**config.mk**
```make
export PLATFORM = sky130hd
export DESIGN_NAME = pipeline_sequencer
export DESIGN_NICKNAME = d
export VERILOG_FILES = /design/src/rtl/pipeline_sequencer_pkg.sv /design/src/rtl/pipeline_sequencer_hit_accumulator.sv /design/src/rtl/pipeline_sequencer.sv
export SDC_FILE = /design/constraint.sdc
export NUM_CORES = 1
export LEC_CHECK = 0
export CORE_AREA = 5 5 74 76
export CTS_CLUSTER_DIAMETER = 60
export DETAILED_ROUTE_END_ITERATION = 8
export DIE_AREA = 0 0 79 81
export HOLD_SLACK_MARGIN = 0.12
export PLACE_DENSITY = 0.84
export SYNTH_ARGS = -nofsm -noshare
export SYNTH_HDL_FRONTEND = slang
export SYNTH_SLANG_ARGS = --single-unit
```
**constraint.sdc**
```tcl
create_clock -name clock -period 3.2 [get_ports clock]
set_input_delay 0.8 -clock clock [delete_from_list [all_inputs] [get_ports clock]]
set_output_delay 0.8 -clock clock [all_outputs]
set_load 0.005 [all_outputs]
```
**src/rtl/pipeline_sequencer_pkg.sv**
```systemverilog
// rtl/pipeline_sequencer_pkg.sv - shared constants and types for the pipeline sequencer
package pipeline_sequencer_pkg;

    localparam int PipelineHeight = 5;
    localparam int PipeDepth      = 13;
    localparam int HitCountWidth  = 16;
    localparam int CounterWidth   = 8;

    typedef logic [PipelineHeight-1:0] PixelArray;

    typedef enum logic [1:0] {
        SEQ_IDLE  = 2'd0,
        SEQ_RUN   = 2'd1,
        SEQ_DRAIN = 2'd2,
        SEQ_DONE  = 2'd3
    } seq_state_e;

endpackage

```
**src/rtl/pipeline_sequencer_hit_accumulator.sv**
```systemverilog
// rtl/pipeline_sequencer_hit_accumulator.sv - popcount, saturating hit counter and sticky hit flag
module hit_accumulator
    import pipeline_sequencer_pkg::*;
#(
    parameter int Width      = PipelineHeight,
    parameter int CountWidth = HitCountWidth
) (
    input  logic                  clock,
    input  logic                  reset_n,
    input  logic                  clear_i,
    input  logic                  accept_i,
    input  logic [Width-1:0]      result_i,
    output logic [CountWidth-1:0] hit_count_o,
    output logic                  hit_any_o
);

    // One spare bit catches the carry so saturation is a single bit test.
    localparam int SumWidth = CountWidth + 1;

    logic [CountWidth-1:0] count_q, count_d;
    logic                  any_q, any_d;
    logic [SumWidth-1:0]   ones;
    logic [SumWidth-1:0]   sum;

    // Number of set detector bits in the accepted pixel column.
    always_comb begin
        ones = '0;
        for (int i = 0; i < Width; i++) begin
            ones = ones + SumWidth'(result_i[i]);
        end
    end

    // Clear wins over accept; the counter sticks at all-ones instead of wrapping.
    always_comb begin
        count_d = count_q;
        any_d   = any_q;
        sum     = SumWidth'(count_q) + ones;
        if (clear_i) begin
            count_d = '0;
            any_d   = 1'b0;
        end else if (accept_i) begin
            count_d = sum[SumWidth-1] ? '1 : sum[CountWidth-1:0];
            any_d   = any_q | (|result_i);
        end
    end

    // Counter and flag registers.
    always_ff @(posedge clock or negedge reset_n) begin
        if (!reset_n) begin
            count_q <= '0;
            any_q   <= 1'b0;
        end else begin
            count_q <= count_d;
            any_q   <= any_d;
        end
    end

    assign hit_count_o = count_q;
    assign hit_any_o   = any_q;

endmodule

```
**src/rtl/pipeline_sequencer.sv**
```systemverilog
// rtl/pipeline_sequencer.sv - frame sequencer driving a stallable detector pipeline
module pipeline_sequencer
    import pipeline_sequencer_pkg::*;
#(
    parameter int PipelineHeight = pipeline_sequencer_pkg::PipelineHeight,
    parameter int PipeDepth      = pipeline_sequencer_pkg::PipeDepth,
    parameter int FrameLength    = 256
) (
    input  logic                      clock,
    input  logic                      reset_n,
    input  logic                      start,
    input  logic                      abort,
    input  logic                      out_ready,
    input  logic [PipelineHeight-1:0] result,
    output logic                      advance,
    output logic [CounterWidth-1:0]   counter,
    output logic                      out_valid,
    output logic                      busy,
    output logic                      done,
    output logic [HitCountWidth-1:0]  hit_count,
    output logic                      hit_any
);

    // Pixel index of the final pixel of a frame; 256 maps to 255.
    localparam logic [CounterWidth-1:0] LastIndex = CounterWidth'(FrameLength - 1);

    seq_state_e                state_q, state_d;
    logic [PipeDepth-1:0]      valid_q, valid_d;
    logic [PipeDepth-1:0]      valid_shift;
    logic [CounterWidth-1:0]   counter_q, counter_d;
    logic                      start_accept;
    logic                      accept;

    assign out_valid    = valid_q[PipeDepth-1];
    assign advance      = ((state_q == SEQ_RUN) || (state_q == SEQ_DRAIN)) && (!out_valid || out_ready);
    assign start_accept = (state_q == SEQ_IDLE) && start && !abort;
    assign accept       = out_valid && out_ready;
    assign busy         = (state_q != SEQ_IDLE);
    assign done         = (state_q == SEQ_DONE);
    assign counter      = counter_q;

    // Next state, valid pipe and pixel counter; abort overrides everything else.
    always_comb begin
        state_d     = state_q;
        valid_d     = valid_q;
        counter_d   = counter_q;
        valid_shift = (valid_q << 1) | PipeDepth'(state_q == SEQ_RUN);
        case (state_q)
            SEQ_IDLE: begin
                if (start) begin
                    state_d   = SEQ_RUN;
                    counter_d = '0;
                end
            end
            SEQ_RUN: begin
                if (advance) begin
                    valid_d   = valid_shift;
                    counter_d = counter_q + CounterWidth'(1);
                    if (counter_q == LastIndex) begin
                        state_d = SEQ_DRAIN;
                    end
                end
            end
            SEQ_DRAIN: begin
                if (advance) begin
                    valid_d = valid_shift;
                    if (valid_shift == '0) begin
                        state_d = SEQ_DONE;
                    end
                end
            end
            default: begin
                state_d = SEQ_IDLE;
            end
        endcase
        if (abort) begin
            state_d   = SEQ_IDLE;
            valid_d   = '0;
            counter_d = counter_q;
        end
    end

    // State, valid pipe and counter registers.
    always_ff @(posedge clock or negedge reset_n) begin
        if (!reset_n) begin
            state_q   <= SEQ_IDLE;
            valid_q   <= '0;
            counter_q <= '0;
        end else begin
            state_q   <= state_d;
            valid_q   <= valid_d;
            counter_q <= counter_d;
        end
    end

    hit_accumulator #(
        .Width      (PipelineHeight),
        .CountWidth (HitCountWidth)
    ) u_hits (
        .clock       (clock),
        .reset_n     (reset_n),
        .clear_i     (start_accept),
        .accept_i    (accept),
        .result_i    (result),
        .hit_count_o (hit_count),
        .hit_any_o   (hit_any)
    );

endmodule

```
==> flow_summary.json, run 1 <==
{
  "status": "complete, no violations",
  "setup_violations": 0,
  "finalCritPeriodShare_pct": 97.1,
  "drc": 0,
  "grt_start_max_net_pins": 41,
  "dieArea_sq_um": 6400,
  "slew_headroom_pct": 41.6,
  "root_buffer": "clkbuf_8",
  "synth_edf_count": 0,
  "slowest_delay_ps": 490,
  "drt-total-wl_um": 5100,
  "fillCellCount": 389,
  "r2r_cells": 8,
  "cp_slowest_cell": "fa_1",
  "die_x_um": 79,
  "hp-class": "reg2reg",
  "grt_pass1_vias": 1991,
  "yosysWarnings": 0,
  "fin_skew_ps": 8.93,
  "synth_area_sq_um": 2270,
  "overflow": 0,
  "portBuffers": 38,
  "fmax_ghz": 0.322,
  "cp.depth": 13,
  "hold_depth": 2,
  "rows": 25,
  "p_per_area_nw_per_um2": 480,
  "multiInputGateArea_sq_um": 1200,
  "clock_sinks": 40,
  "yosys.area.top_type_share_pct": 44.1,
  "path_class": "in2reg",
  "ios": 39,
  "worstMarginPinSlew_ps": 876,
  "route.met2.wl_um": 2500,
  "fin_ws_ps": 92.3,
  "seq_area_sq_um": 1000,
  "hold_viol_final": 0,
  "clock_latency_ps": 290,
  "slew_viol_final": 0,
  "peakVddDrop_v": 0.000218,
  "tns_ps": 0,
  "nNetsFinal": 319,
  "cp-end-kind": "flop",
  "viasPerCell": 5.62,
  "n_antenna_cell": 0,
  "drt_iter0_drc": 107,
  "final_cells": 351,
  "dp_hpwl_um": 3790,
  "arrival_ps": 3320,
  "critical_path.top_delay_family": "adder cells",
  "placed_cell_area_sq_um": 2800,
  "pre_cts_slack_ps": -796,
  "syn_inst": 244,
  "dr_wl_met3_um": 265,
  "final_area_sq_um": 2960,
  "drive_gt1_share_pct": 16.8,
  "dr_total_vias": 1973,
  "worstPathMaxFanout": 5,
  "cp.buffers_inverters": 4,
  "synth_seq_cells": 40,
  "cts_buffers": 5,
  "clk_path_buf_depth": 2,
  "drt_first_pass_iters": 4,
  "post-route-min-period_ps": 3110,
  "antenna_found_initial": 0,
  "cellLeakagePower_uw": 0.00126,
  "yosys-top-cells-count": "dfrtp_1, nand2_1, a21oi_1",
  "syn_area_per_cell_sq_um": 9.30,
  "ant_nets": 0,
  "utilization_pct": 63.5,
  "grt_usage_pct": 17.3,
  "clk_pin_slew_ps": 80,
  "worstSetupStartpointType": "input pin",
  "synth.area.top_cells": "dfrtp_1, nand2_1, ha_1",
  "die_h_um": 81,
  "syn_to_final_growth_pct": 30.4,
  "place_inst": 341,
  "required_ps": 3410,
  "worstPathCellList": "buf_8 > inv_8 > ha_4 > inv_2 > fa_1 > fa_2 > inv_2 > fa_2 > a21oi_2 > or2_4 > or3_4 > and4_4 > a211oi_2",
  "synth_top_area_cell": "dfrtp_1",
  "wl_met1_um": 2260,
  "grt_pass1_wl_um": 8890,
  "h-tree-depth": 2,
  "drv_cap": 0,
  "drt-wirelength-per-cell_um": 14.5,
  "ys_seq_area_share_pct": 44.1,
  "core_sq_um": 4660,
  "cts_tree": "done",
  "gp_congestion": 0.843,
  "cts_hold_buf": 0,
  "synth_nets": 267,
  "synth_flop_cell": "dfrtp_1",
  "ys_types": 47,
  "start_util_pct": 48.7,
  "async_flop_share_pct": 100,
  "routed.top_layer": "met4",
  "synth.most_common_cell": "dfrtp_1",
  "grt_setup_unrepaired": "no"
}
-- layout by cell type (no fill, tap or decap), types with 2 or more instances in the layout --
master	Yosys	final
dfrtp_1	40	40
nand2_1	37	37
clkdlybuf4s50_1	0	33
a21oi_1	19	19
nor2_1	15	15
buf_4	0	14
inv_1	18	12
o21ai_0	11	11
a31oi_1	10	10
ha_1	10	9
nand3_1	7	7
xnor2_1	7	7
and3_1	6	6
nor3_1	8	6
nand4_1	5	5
clkbuf_8	0	5
inv_2	0	4
a211oi_1	3	3
a211oi_2	3	3
nor4_1	3	3
nor2b_1	2	2
o21a_1	2	2
and4_1	2	2
nor3_2	0	2
nor4b_1	2	2
fa_2	0	2
buf_8	0	2
dlygate4sd2_1	0	2
-- report_power, final --
part,leakage (uW),total [uW],internal (uW),switching [uW]
sequential,0.000557,549,527,21.7
clock,0.0000541,414,231,183
combinational,0.000648,458,175,283
total,0.00126,1420,933,488
-- sequential cells by signal, indices dropped and copies added (netlist names) --
name / flops
state_q: 2
valid_q: 13
u_hits.hit_count_o: 16
u_hits.hit_any_o: 1
counter: 8
-- final timing paths --
path | slack [ps] | startpoint | to
min in group asynchronous | 620 | reset_n | counter[6]
max reg2reg | 930 | u_hits.hit_count_o[1] | u_hits.hit_count_o[5]
max in group asynchronous | 2020 | reset_n | valid_q[11]
min | 500 | u_hits.hit_any_o | u_hits.hit_any_o
max | 90 | result[1] | u_hits.hit_count_o[5]
min reg2reg | 500 | u_hits.hit_any_o | u_hits.hit_any_o
-- kinds of logic after synthesis --
family | count (synthesis) | synth area share (%)
simple gates | 97 | 21.7
xor+xnor | 7 | 2.70
buf+inv | 26 | 4.63
flops | 40 | 44.1
fa+ha+maj | 13 | 8.16
compound gates | 61 | 18.7
-- through the flow --
stage               total power [uW]  hold slack [ps]
floorplan                        838              486
global placement                 997              482
detailed placement              1010              492
CTS                             1430              511
global route                    1510              565
finish                          1420              501
-- worst reg2reg max path: stages, from the launching register on --
cell,delay (ps)
dfrtp_1,410
ha_1,360
ha_1,290
nor2b_1,170
o21ai_0,170
buf_4,180
a21oi_1,270
and4_4,260
a211oi_2,50
-- cell type report --
cell class	count	share of cell area (%)
Clock inverter	3	1.44
Timing Repair Buffer	53	16.9
Multi-Input combinational cell	178	40.5
Sequential cell	40	33.8
Inverter	18	2.71
Tap cell	54	2.28
Clock buffer	5	2.33
-- per-layer routing --
metal  global-route usage, %  up-vias
li1                        -      969
met1                    21.4      943
met2                    30.0       51
met3                    3.99       10
met4                    5.33        0
met5                       0        -
-- repair_timing --
action / in CTS / in global routing
buffers inserted: 2 / 0
pin swaps: 9 / 3
endpoints found under the setup margin: 16 / 13
resized for setup: 20 / 3
cloned: 0 / 0
Power figures use the tool's default switching activity.
==> inputs of run 2 (changes only) <==
- CORE_AREA: 5 5 74 76 -> 5 5 102 56
- DIE_AREA: 0 0 79 81 -> 0 0 107 61
- GPL_ROUTABILITY_DRIVEN: default -> 0
==> flow_summary.json, run 2 (synthesis results as in run 1) <==
{
  "status": "complete, no violations",
  "cts_tree": "done",
  "clock_latency_ps": 290,
  "rows": 18,
  "slew_headroom_pct": 40.9,
  "path_class": "in2reg",
  "pre_cts_slack_ps": -798,
  "critical_path.top_delay_family": "adder cells",
  "cts_buffers": 5,
  "dp_hpwl_um": 4140,
  "ant_nets": 0,
  "fin_skew_ps": 7.43,
  "die_x_um": 107,
  "clk_path_buf_depth": 2,
  "drt_first_pass_iters": 5,
  "worstPathMaxFanout": 4,
  "cellLeakagePower_uw": 0.00126,
  "post-route-min-period_ps": 3090,
  "worstSetupStartpointType": "input pin",
  "cp_slowest_cell": "fa_1",
  "grt_start_max_net_pins": 41,
  "mostFrequentLayoutCells": "dfrtp_1, nand2_1, clkdlybuf4s50_1",
  "clk_pin_slew_ps": 80,
  "syn_to_final_growth_pct": 29.8,
  "worstMarginPinSlew_ps": 886,
  "p_per_area_nw_per_um2": 457,
  "arrival_ps": 3310,
  "cts_hold_buf": 0,
  "clock_sinks": 40,
  "drt-wirelength-per-cell_um": 15.3,
  "fmax_ghz": 0.323,
  "overflow": 0,
  "ios": 39,
  "root_buffer": "clkbuf_8",
  "hold_depth": 2,
  "nNetsFinal": 321,
  "whs_ps": 535,
  "finalCritPeriodShare_pct": 96.7,
  "worstPathCellList": "buf_8 > inv_8 > ha_4 > inv_2 > fa_1 > fa_2 > inv_2 > fa_2 > a21oi_2 > or2_4 > or3_4 > and4_4 > a211oi_2",
  "drt-total-wl_um": 5480,
  "h-tree-depth": 2,
  "seq_area_sq_um": 1000,
  "cp-end-kind": "flop",
  "required_ps": 3410,
  "fillCellCount": 400,
  "cp.depth": 13,
  "dr_total_vias": 2034,
  "fin_ws_ps": 106,
  "drive_gt1_share_pct": 16.4,
  "final_cells": 358,
  "multiInputGateArea_sq_um": 1200,
  "slowest_delay_ps": 460,
  "dieArea_sq_um": 6530,
  "place_inst": 350,
  "cp.buffers_inverters": 4,
  "largest_register_ffs": 16,
  "viasPerCell": 5.68,
  "grt_pass1_vias": 1845,
  "grt_pass1_wl_um": 9000,
  "die_h_um": 61,
  "portBuffers": 38,
  "peakVddDrop_v": 0.000294,
  "grt_setup_unrepaired": "no",
  "slew_viol_final": 0,
  "mostFrequentLayoutCell": "dfrtp_1",
  "drc": 0,
  "setup_violations": 0,
  "n_antenna_cell": 0,
  "antenna_found_initial": 0,
  "hold_viol_final": 0,
  "drv_cap": 0,
  "hp-class": "reg2reg",
  "r2r_cells": 9,
  "drt_iter0_drc": 137,
  "grt_usage_pct": 18.1,
  "start_util_pct": 48.0,
  "core_sq_um": 4730
}
## run 2: cell types whose count changed in the layout (fill, tap and decap cells not counted)
cell and change:
nor3_2 -1, o21ai_1 +1, a2111oi_2 -1, clkinvlp_4 -1, buf_4 +2, a31oi_2 +1, clkbuf_1 +1, a31oi_1 -1
a2111oi_1 +1, nor3_1 +1, bufinv_16 -1, o21ai_0 -1
## run 2: repair_timing
action                                 in CTS  in global routing
endpoints found under the hold margin       0                  0
resized for setup                          20                  3
setup buffers                               1                  0
setup endpoints to repair                  16                 15
pin swaps                                   9                  5
## run 2: routing by layer
layer / vias up / GRT usage, % / part of all wire (%)
met1: 977 / 27.1 / 50
met3: 7 / 5.21 / 7.7
li1: 981 / - / -
met4: 0 / 5.10 / 1.1
met5: - / 0 / 0
met2: 69 / 25.4 / 41
## run 2: stage by stage
step | cell area, sq um | total power (uW) | util (%) | setup TNS [ps]
after CTS | 2930 | 1350 | 62.0 | -40.7
after floorplan | 2300 | 838 | - | -422
after global placement | 2830 | 1020 | 59.9 | -10470
after global routing | 2940 | 1440 | 62.2 | 0
final | 2940 | 1350 | 62.2 | 0
after detailed placement | 2830 | 1040 | 59.9 | -11530
## run 2: worst register-to-register path: stages (launching register included)
cell and delay, ps:
dfrtp_1 410, ha_1 330, buf_4 150, fa_2 390
a21oi_2 200, or2_4 150, or3_4 130, buf_6 130
nand2_1 60, o311a_1 280
## run 2: where the power goes
group | total, uW | internal (uW) | switching, uW | leakage, uW
registers | 549 | 527 | 21.6 | 0.000557
logic | 483 | 192 | 291 | 0.000660
clock network | 315 | 148 | 167 | 0.0000410
## run 2: layout make-up
type                            instances  area share [%]
Clock buffer                            6            2.46
Clock inverter                          1           0.170
Inverter                               18            2.72
Multi-Input combinational cell        178            40.6
Sequential cell                        40            34.0
Tap cell                               60            2.55
Timing Repair Buffer                   55            17.5
## run 2: path summary, 6_finish.rpt
check | start | endpoint | slack (ps)
max | result[1] | u_hits.hit_count_o[5] | 110
min reg2reg | u_hits.hit_any_o | u_hits.hit_any_o | 540
min | u_hits.hit_any_o | u_hits.hit_any_o | 540
min in group asynchronous | reset_n | counter[6] | 630
max reg2reg | u_hits.hit_count_o[1] | u_hits.hit_count_o[15] | 860
max in group asynchronous | reset_n | u_hits.hit_count_o[15] | 2010
==> inputs of run 3 (changes only) <==
--- a/constraint.sdc
+++ b/constraint.sdc
@@ -3,2 +3,2 @@
 set_output_delay 0.8 -clock clock [all_outputs]
-set_load 0.005 [all_outputs]
+set_load 0.02 [all_outputs]
==> flow_summary.json, run 3 (synthesis results as in run 1) <==
{
  "status": "complete, no violations",
  "n_antenna_cell": 0,
  "nNetsFinal": 321,
  "p_switching_uw": 529,
  "setup_violations": 0,
  "drv_cap": 0,
  "worstPathMaxFanout": 4,
  "grt_setup_unrepaired": "no",
  "p_int_uw": 949,
  "arrival_ps": 3310,
  "drt_iter0_drc": 156,
  "drt_first_pass_iters": 5,
  "hold_viol_final": 0,
  "hp-class": "reg2reg",
  "ios": 39,
  "clock_sinks": 40,
  "r2r_slack_ps": 800,
  "clk_pin_slew_ps": 80,
  "drt-total-wl_um": 5690,
  "dr_total_vias": 2047,
  "path_class": "in2reg",
  "placed_cell_area_sq_um": 2840,
  "peakVddDrop_v": 0.000324,
  "required_ps": 3420,
  "finalCritPeriodShare_pct": 96.5,
  "seq_power_share_pct": 37.2,
  "cts_buffers": 5,
  "tns_ps": 0,
  "viasPerCell": 5.70,
  "p_clk_share_pct": 27.8,
  "grt_start_max_net_pins": 41,
  "portBuffers": 38,
  "grt_pass1_vias": 1878,
  "antenna_found_initial": 0,
  "dp_hpwl_um": 4130,
  "drive_gt1_share_pct": 17.1,
  "dieArea_sq_um": 6530,
  "mostFrequentLayoutCells": "dfrtp_1, nand2_1, clkdlybuf4s50_1",
  "clk_path_buf_depth": 2,
  "rows": 18,
  "pwr-share-comb_pct": 35.0,
  "fin_skew_ps": 6.51,
  "slew_headroom_pct": 41.5,
  "worstSetupStartpointType": "input pin",
  "clock_latency_ps": 300,
  "syn_to_final_growth_pct": 31.4,
  "core_sq_um": 4730,
  "cp-end-kind": "flop",
  "h-tree-depth": 2,
  "root_buffer": "clkbuf_8",
  "ant_nets": 0,
  "utilization_pct": 63.0,
  "final_area_sq_um": 2980,
  "largest_register_ffs": 16,
  "start_util_pct": 48.0,
  "slew_viol_final": 0,
  "overflow": 0,
  "drt-wirelength-per-cell_um": 15.9,
  "die_x_um": 107,
  "worstMarginPinSlew_ps": 878,
  "p_per_area_nw_per_um2": 496,
  "cts_setup_buffers": 0,
  "die_h_um": 61,
  "cts_tree": "done",
  "grt_pass1_wl_um": 9270,
  "post-route-min-period_ps": 3090,
  "drc": 0,
  "grt_usage_pct": 18.6,
  "swShare_pct": 35.8,
  "mostFrequentLayoutCell": "dfrtp_1",
  "cellLeakagePower_uw": 0.00127,
  "fmax_ghz": 0.324,
  "whs_ps": 517
}
-- run 3: cell types whose count changed in the layout (fill, tap and decap cells not counted), sizes merged --
cell and change:
bufinv +1
-- run 3: cell type report --
cell class                      instances  area [sq um]
Tap cell                               60          75.1
Fill cell                             384          1750
Timing Repair Buffer                   55           510
Clock buffer                            6          72.6
Inverter                               18          80.1
Clock inverter                          2          35.0
Multi-Input combinational cell        178          1210
Sequential cell                        40          1000
-- run 3: path summary, 6_finish.rpt --
path,start,end,cells after the start
worst min register to register,u_hits.hit_any_o,u_hits.hit_any_o,2
worst max register to register,u_hits.hit_count_o[1],u_hits.hit_count_o[11],8
max in group asynchronous,reset_n,u_hits.hit_count_o[15],1
worst min-delay path,u_hits.hit_any_o,u_hits.hit_any_o,2
min in group asynchronous,reset_n,counter[6],1
worst max-delay path,result[1],u_hits.hit_count_o[5],13
-- run 3: power groups by stage --
stage	Clock, uW	Sequential (uW)	Combinational [uW]
2_1_floorplan	0	564	306
3_3_place_gp	0	558	495
3_5_place_dp	0	559	512
4_1_cts	415	549	517
5_1_grt	440	553	574
6_report	411	549	518
-- run 3: critical path: stages --
cell and delay [ps]:
buf_8 90, inv_8 30, ha_4 240, inv_2 30, fa_1 450, fa_2 360, inv_2 60, fa_2 220
a21oi_4 70, or2_4 240, or3_4 360, and4_4 190, a211oi_2 160
-- run 3: timing repair --
item / CTS / global route
hold buffers: 0 / 0
resized for setup: 21 / 3
pin swaps: 9 / 5
endpoints found under the setup margin: 16 / 15
-- run 3: stage by stage --
step                total power, uW  setup WS (ps)  instances
floorplan                       870           -156        244
global placement               1050           -734        351
detailed placement             1070           -842        351
CTS                            1480          -11.6        359
global route                   1570           36.1        359
finish                         1480            113        359
-- run 3: metal layers --
layer,track usage (%),vias up,part of all wire (%)
li1,-,981,-
met1,27.3,973,48
met2,26.6,84,42
met3,4.99,9,8.2
met4,6.38,0,1.4
met5,0,-,0
==> edit 1 (flow settings as in run 2) <==
Encoding of `seq_state_e`: now one-hot (4 bits for 4 states).
--- a/src/rtl/pipeline_sequencer_pkg.sv
+++ b/src/rtl/pipeline_sequencer_pkg.sv
@@ -8,11 +8,11 @@
 
     typedef logic [PipelineHeight-1:0] PixelArray;
 
-    typedef enum logic [1:0] {
-        SEQ_IDLE  = 2'd0,
-        SEQ_RUN   = 2'd1,
-        SEQ_DRAIN = 2'd2,
-        SEQ_DONE  = 2'd3
+    typedef enum logic [3:0] {
+        SEQ_IDLE  = 4'b0001,
+        SEQ_RUN   = 4'b0010,
+        SEQ_DRAIN = 4'b0100,
+        SEQ_DONE  = 4'b1000
     } seq_state_e;
 
 endpackage
Function: no difference found for any inputs over 10 cycles, from zero or initial values and one cycle with reset_n low; not proved beyond that.
==> edit 1 against run 2 <==
- die area stayed put
- design area is 0.38% higher
- synthesized area is 3.1% higher
- worst setup slack hardly changed
- wire length is 7.5% higher
- synthesized cell count is 5.3% lower
- sequential cell count is 2 higher
- global-route usage is 1.4 points higher
- final cell count is 5.6% lower
- largest cell class unchanged
Power is not compared: it rests on default switching activity, and its combinational part moved more than twofold at a synthesized area within 25%.
==> edit 1: results <==
{
  "clk_pin_slew_ns": 0.09,
  "status": "completed",
  "synth_area_leaders": "dfrtp_1, mux2i_1, nor2_1",
  "finalNonFillerCells": 338,
  "routed_wl_microns": 5891,
  "cts_setup_buffers": 2,
  "root_buffer": "clkbuf_8",
  "r2r_cells": 8,
  "grt_pass1_wl_microns": 9839,
  "critical_path.max_fanout": 8,
  "grt_pass1_vias": 1880,
  "wirelength_met1_microns": 2916,
  "wl_met2_microns": 2460,
  "met3_usage_pct": 4.888,
  "whs_ns": 0.5102,
  "dr.first_iter.drc_count": 223,
  "worst_hold_path.num_cells": 2,
  "synthArstFlopShare_pct": 100.0,
  "nNetsFinal": 296,
  "skew_ns": 0.01045,
  "grt_max_degree": 43,
  "wl_met3_microns": 441,
  "worstMarginPinSlew_ns": 0.9399,
  "first_pass_iters": 6,
  "cts_resized": 9,
  "critPathArrivalTime_ns": 3.31,
  "grtUsageMet1_pct": 29.74,
  "placedCellCount": 328,
  "r2r-end": "u_hits.hit_count_o[9]$_DFFE_PN0P_",
  "drive_above_1_share_pct": 16.19,
  "num_vias": 1967,
  "min_delay_worst_endpoint": "u_hits.hit_any_o$_DFFE_PN0P_",
  "overflow": 0,
  "max_stage_delay_ns": 0.45,
  "seq_area_frac_synth_pct": 45.00,
  "synth.distinct_cells": 54,
  "largest_reg_flops": 16,
  "gr-usage-met2_pct": 27.91,
  "synth_cells": 231,
  "synth_nets": 250,
  "grtUsageTotal_pct": 19.43,
  "dpl.hpwl_microns": 4357,
  "holdCritPathClass": "reg -> reg",
  "critical_path.endpoint": "u_hits.hit_count_o[4]$_DFFE_PN0P_",
  "critPathSlowestCell": "fa_1",
  "yosys-top-cells-count": "dfrtp_1, nor2_1, nand2_1",
  "rrSetupSlack_ns": 1.01
}
-- edit 1: cell types whose count changed after synthesis, moves of 5 or more --
cell,change
a21oi_1,-9
inv_1,-7
mux2i_1,+12
nand2_1,-22
nor2_1,+12
xnor2_1,-5
-- edit 1: worst max-delay path: cells and delay by family --
| kind | cells | cell delay (ns) |
|---|---|---|
| buffers and inverters | 4 | 0.37 |
| AOI/OAI and AO/OA | 2 | 0.26 |
| and+or+nand+nor | 2 | 0.56 |
| adders and majority gates | 4 | 1.31 |
-- edit 1: power breakdown --
part           leakage (nW)  switching (W)  total (W)  internal [W]
sequential            0.582     0.00000959   0.000545      0.000535
clock                0.0514       0.000186   0.000419      0.000233
combinational         0.665      0.0000565   0.000103     0.0000465
-- edit 1: area by class of cell --
| cell class | count | area, sq um |
|---|---|---|
| Sequential cell | 42 | 1052 |
| Clock inverter | 2 | 37.54 |
| Inverter | 11 | 41.29 |
| Timing Repair Buffer | 48 | 447.9 |
| Multi-Input combinational cell | 169 | 1229 |
| Fill cell | 385 | 1774 |
| Clock buffer | 6 | 72.57 |
| Tap cell | 60 | 75.07 |
-- edit 1: stage by stage --
| step | setup slack (ns) | cell area, sq um |
|---|---|---|
| floorplan | 0.01326 | 2342 |
| global placement | -0.5379 | 2788 |
| detailed placement | -0.6461 | 2788 |
| CTS | 0.02810 | 2933 |
| global route | -0.006781 | 2955 |
| finish | 0.1063 | 2955 |
-- edit 1: cell families after synthesis --
| logic type | Yosys count | share of synthesized area [%] |
|---|---|---|
| and+or+nand+nor | 95 | 23.22 |
| AOI/OAI and AO/OA | 43 | 11.77 |
| adders and majority gates | 9 | 5.779 |
| buffers and inverters | 20 | 4.547 |
| xor gates and xnor gates | 7 | 2.943 |
| muxes | 15 | 6.742 |
| DFF | 42 | 45.00 |
==> edit 2 (config.mk and constraints of run 2) <==
Without the edit above. `PipelineHeight`: 5 -> 10.
--- a/src/rtl/pipeline_sequencer_pkg.sv
+++ b/src/rtl/pipeline_sequencer_pkg.sv
@@ -1,7 +1,7 @@
 // rtl/pipeline_sequencer_pkg.sv - shared constants and types for the pipeline sequencer
 package pipeline_sequencer_pkg;
 
-    localparam int PipelineHeight = 5;
+    localparam int PipelineHeight = 10;
     localparam int PipeDepth      = 13;
     localparam int HitCountWidth  = 16;
     localparam int CounterWidth   = 8;
Ports: changed (resized result); port bits go from 39 to 44. The function was not compared with the original's and may differ.
==> edit 2 against run 2 <==
- the flow now finishes with violations (negative setup slack)
- total power rose by 21%
- worst setup slack got worse by 0.95 ns
- critical endpoint is now u_hits.hit_count_o[11]$_DFFE_PN0P_
- synthesized area rose by 11%
- wire length rose by 29%
- combinational power rose by 37%
- design area rose by 15%
- largest power group is now combinational cells
- sequential cell count did not move
==> edit 2: results <==
{
  "status": "finished, violations left",
  "violations": "negative setup slack",
  "h-tree-depth": 2,
  "met3_usage_pct": 5.526,
  "synth_area_leaders": "dfrtp_1, ha_1, nand2_1",
  "ir_drop_v": 0.0004505,
  "fin_ws_ns": -0.8398,
  "p_comb_share_pct": 40.5,
  "antenna_found_initial": 0,
  "critical_path.max_fanout": 6,
  "p_leak_nw": 1.550,
  "clk_latency_ns": 0.30,
  "synth.distinct_cells": 50,
  "antenna_cells": 0,
  "dr.first_iter.drc_count": 139,
  "largest_reg_flops": 16,
  "drive_above_1_share_pct": 20.71,
  "skew_ns": 0.01040,
  "numCtsBuffers": 5,
  "finalNonFillerCells": 398,
  "root_buffer": "clkbuf_8",
  "finalMaxSlewViolations": 0,
  "tns_ns": -12.26,
  "grtUsageTotal_pct": 22.17,
  "synthArstFlopShare_pct": 100.0,
  "grt_max_degree": 41,
  "rrSetupSlack_ns": -0.50,
  "critPathArrivalTime_ns": 4.18,
  "place.port_buffers": 43,
  "cts_max_path_buffers": 2,
  "first_pass_iters": 5,
  "viasPerCell": 5.874,
  "powerSeq_w": 0.000552,
  "setup_viol": 16,
  "syn_area_per_cell_sq_um": 9.291,
  "drt-wirelength-per-cell_microns": 17.81,
  "grt_pass1_wl_microns": 11230,
  "total_power_w": 0.001633,
  "dpl.hpwl_microns": 5004,
  "holdCritPathClass": "reg -> reg",
  "worstMarginPinSlew_ns": 1.090,
  "grt_pass1_vias": 2182,
  "synth_nets": 308,
  "seq_area_frac_synth_pct": 39.90,
  "ys_warn_count": 0,
  "yosys-top-cells-count": "dfrtp_1, nand2_1, a21oi_1",
  "nNetsFinal": 375,
  "clk_pin_slew_ns": 0.08,
  "power.internal_w": 0.001035,
  "overflow": 0,
  "grtUsageMet1_pct": 34.53,
  "gr-usage-met2_pct": 31.48
}
==> edit 2: cell types whose count changed in the layout (fill, tap and decap cells not counted), moves of 6 or more <==
cell / before / now
o21ai_0: 10 / 4
a21oi_1: 19 / 25
buf_4: 16 / 22
nor3_1: 7 / 14
ha_1: 9 / 15
==> edit 2: metrics by stage <==
step / instance area [sq um] / setup slack (ns) / hold slack [ns] / util (%)
floorplan: 2564 / -0.7655 / 0.4859 / -
finish: 3382 / -0.8398 / 0.5021 / 71.51
CTS: 3341 / -0.9165 / 0.5100 / 70.63
global route: 3382 / -0.8892 / 0.5314 / 71.51
global placement: 3169 / -1.470 / 0.4841 / 67.01
detailed placement: 3169 / -1.622 / 0.4929 / 67.01
==> edit 2: critical path, cell delays in order <==
cell and delay [ns]:
buf_8 0.09, inv_8 0.03, ha_4 0.24, inv_2 0.03, fa_1 0.50, fa_1 0.45
fa_1 0.52, inv_2 0.05, ha_4 0.16, fa_2 0.39, a211oi_4 0.26, o21bai_4 0.12
buf_4 0.17, nand2b_4 0.11, and4_1 0.21, nor3_1 0.05
==> edit 2: layer usage <==
| layer | vias up | share of wire (%) |
|---|---|---|
| met5 | - | 0 |
| met1 | 1121 | 47 |
| met4 | 0 | 0.96 |
| li1 | 1083 | - |
| met2 | 122 | 42 |
| met3 | 12 | 9.9 |
==> edit 2: path summary, 6_finish.rpt <==
check	start	cells after the start	to
hold / removal	u_hits.hit_any_o$_DFFE_PN0P_	2	u_hits.hit_any_o$_DFFE_PN0P_
hold reg to reg	u_hits.hit_any_o$_DFFE_PN0P_	2	u_hits.hit_any_o$_DFFE_PN0P_
setup / recovery	result[1]	16	u_hits.hit_count_o[11]$_DFFE_PN0P_
max in group asynchronous	reset_n	1	u_hits.hit_any_o$_DFFE_PN0P_
setup reg to reg	u_hits.hit_count_o[0]$_DFFE_PN0P_	13	u_hits.hit_count_o[11]$_DFFE_PN0P_
min in group asynchronous	reset_n	1	u_hits.hit_count_o[2]$_DFFE_PN0P_
==> edit 2: logic make-up after synthesis <==
group	count (synthesis)	share of synthesized area, %
compound gates	53	14.36
xor+xnor	8	2.793
fa+ha+maj	23	13.27
buf+inv	29	4.339
flops	40	39.90
mux	3	1.247
simple gates	114	24.09
==> edit 2: final cells by class <==
| type | instances | area, sq um |
|---|---|---|
| clock buffer | 6 | 72.57 |
| clock inverter | 2 | 35.03 |
| fill | 360 | 1348 |
| inverter | 23 | 98.84 |
| multi-input combinational | 201 | 1491 |
| sequential | 40 | 1001 |
| tap | 60 | 75.07 |
| timing repair buffer | 66 | 608.1 |
==> edit 2: repair_timing <==
| item | in CTS | in global routing |
|---|---|---|
| pin swaps | 12 | 14 |
| hold endpoints to repair | 0 | 0 |
| resized for setup | 25 | 8 |
| buffers inserted | 5 | 2 |
| setup endpoints to repair | 16 | 16 |
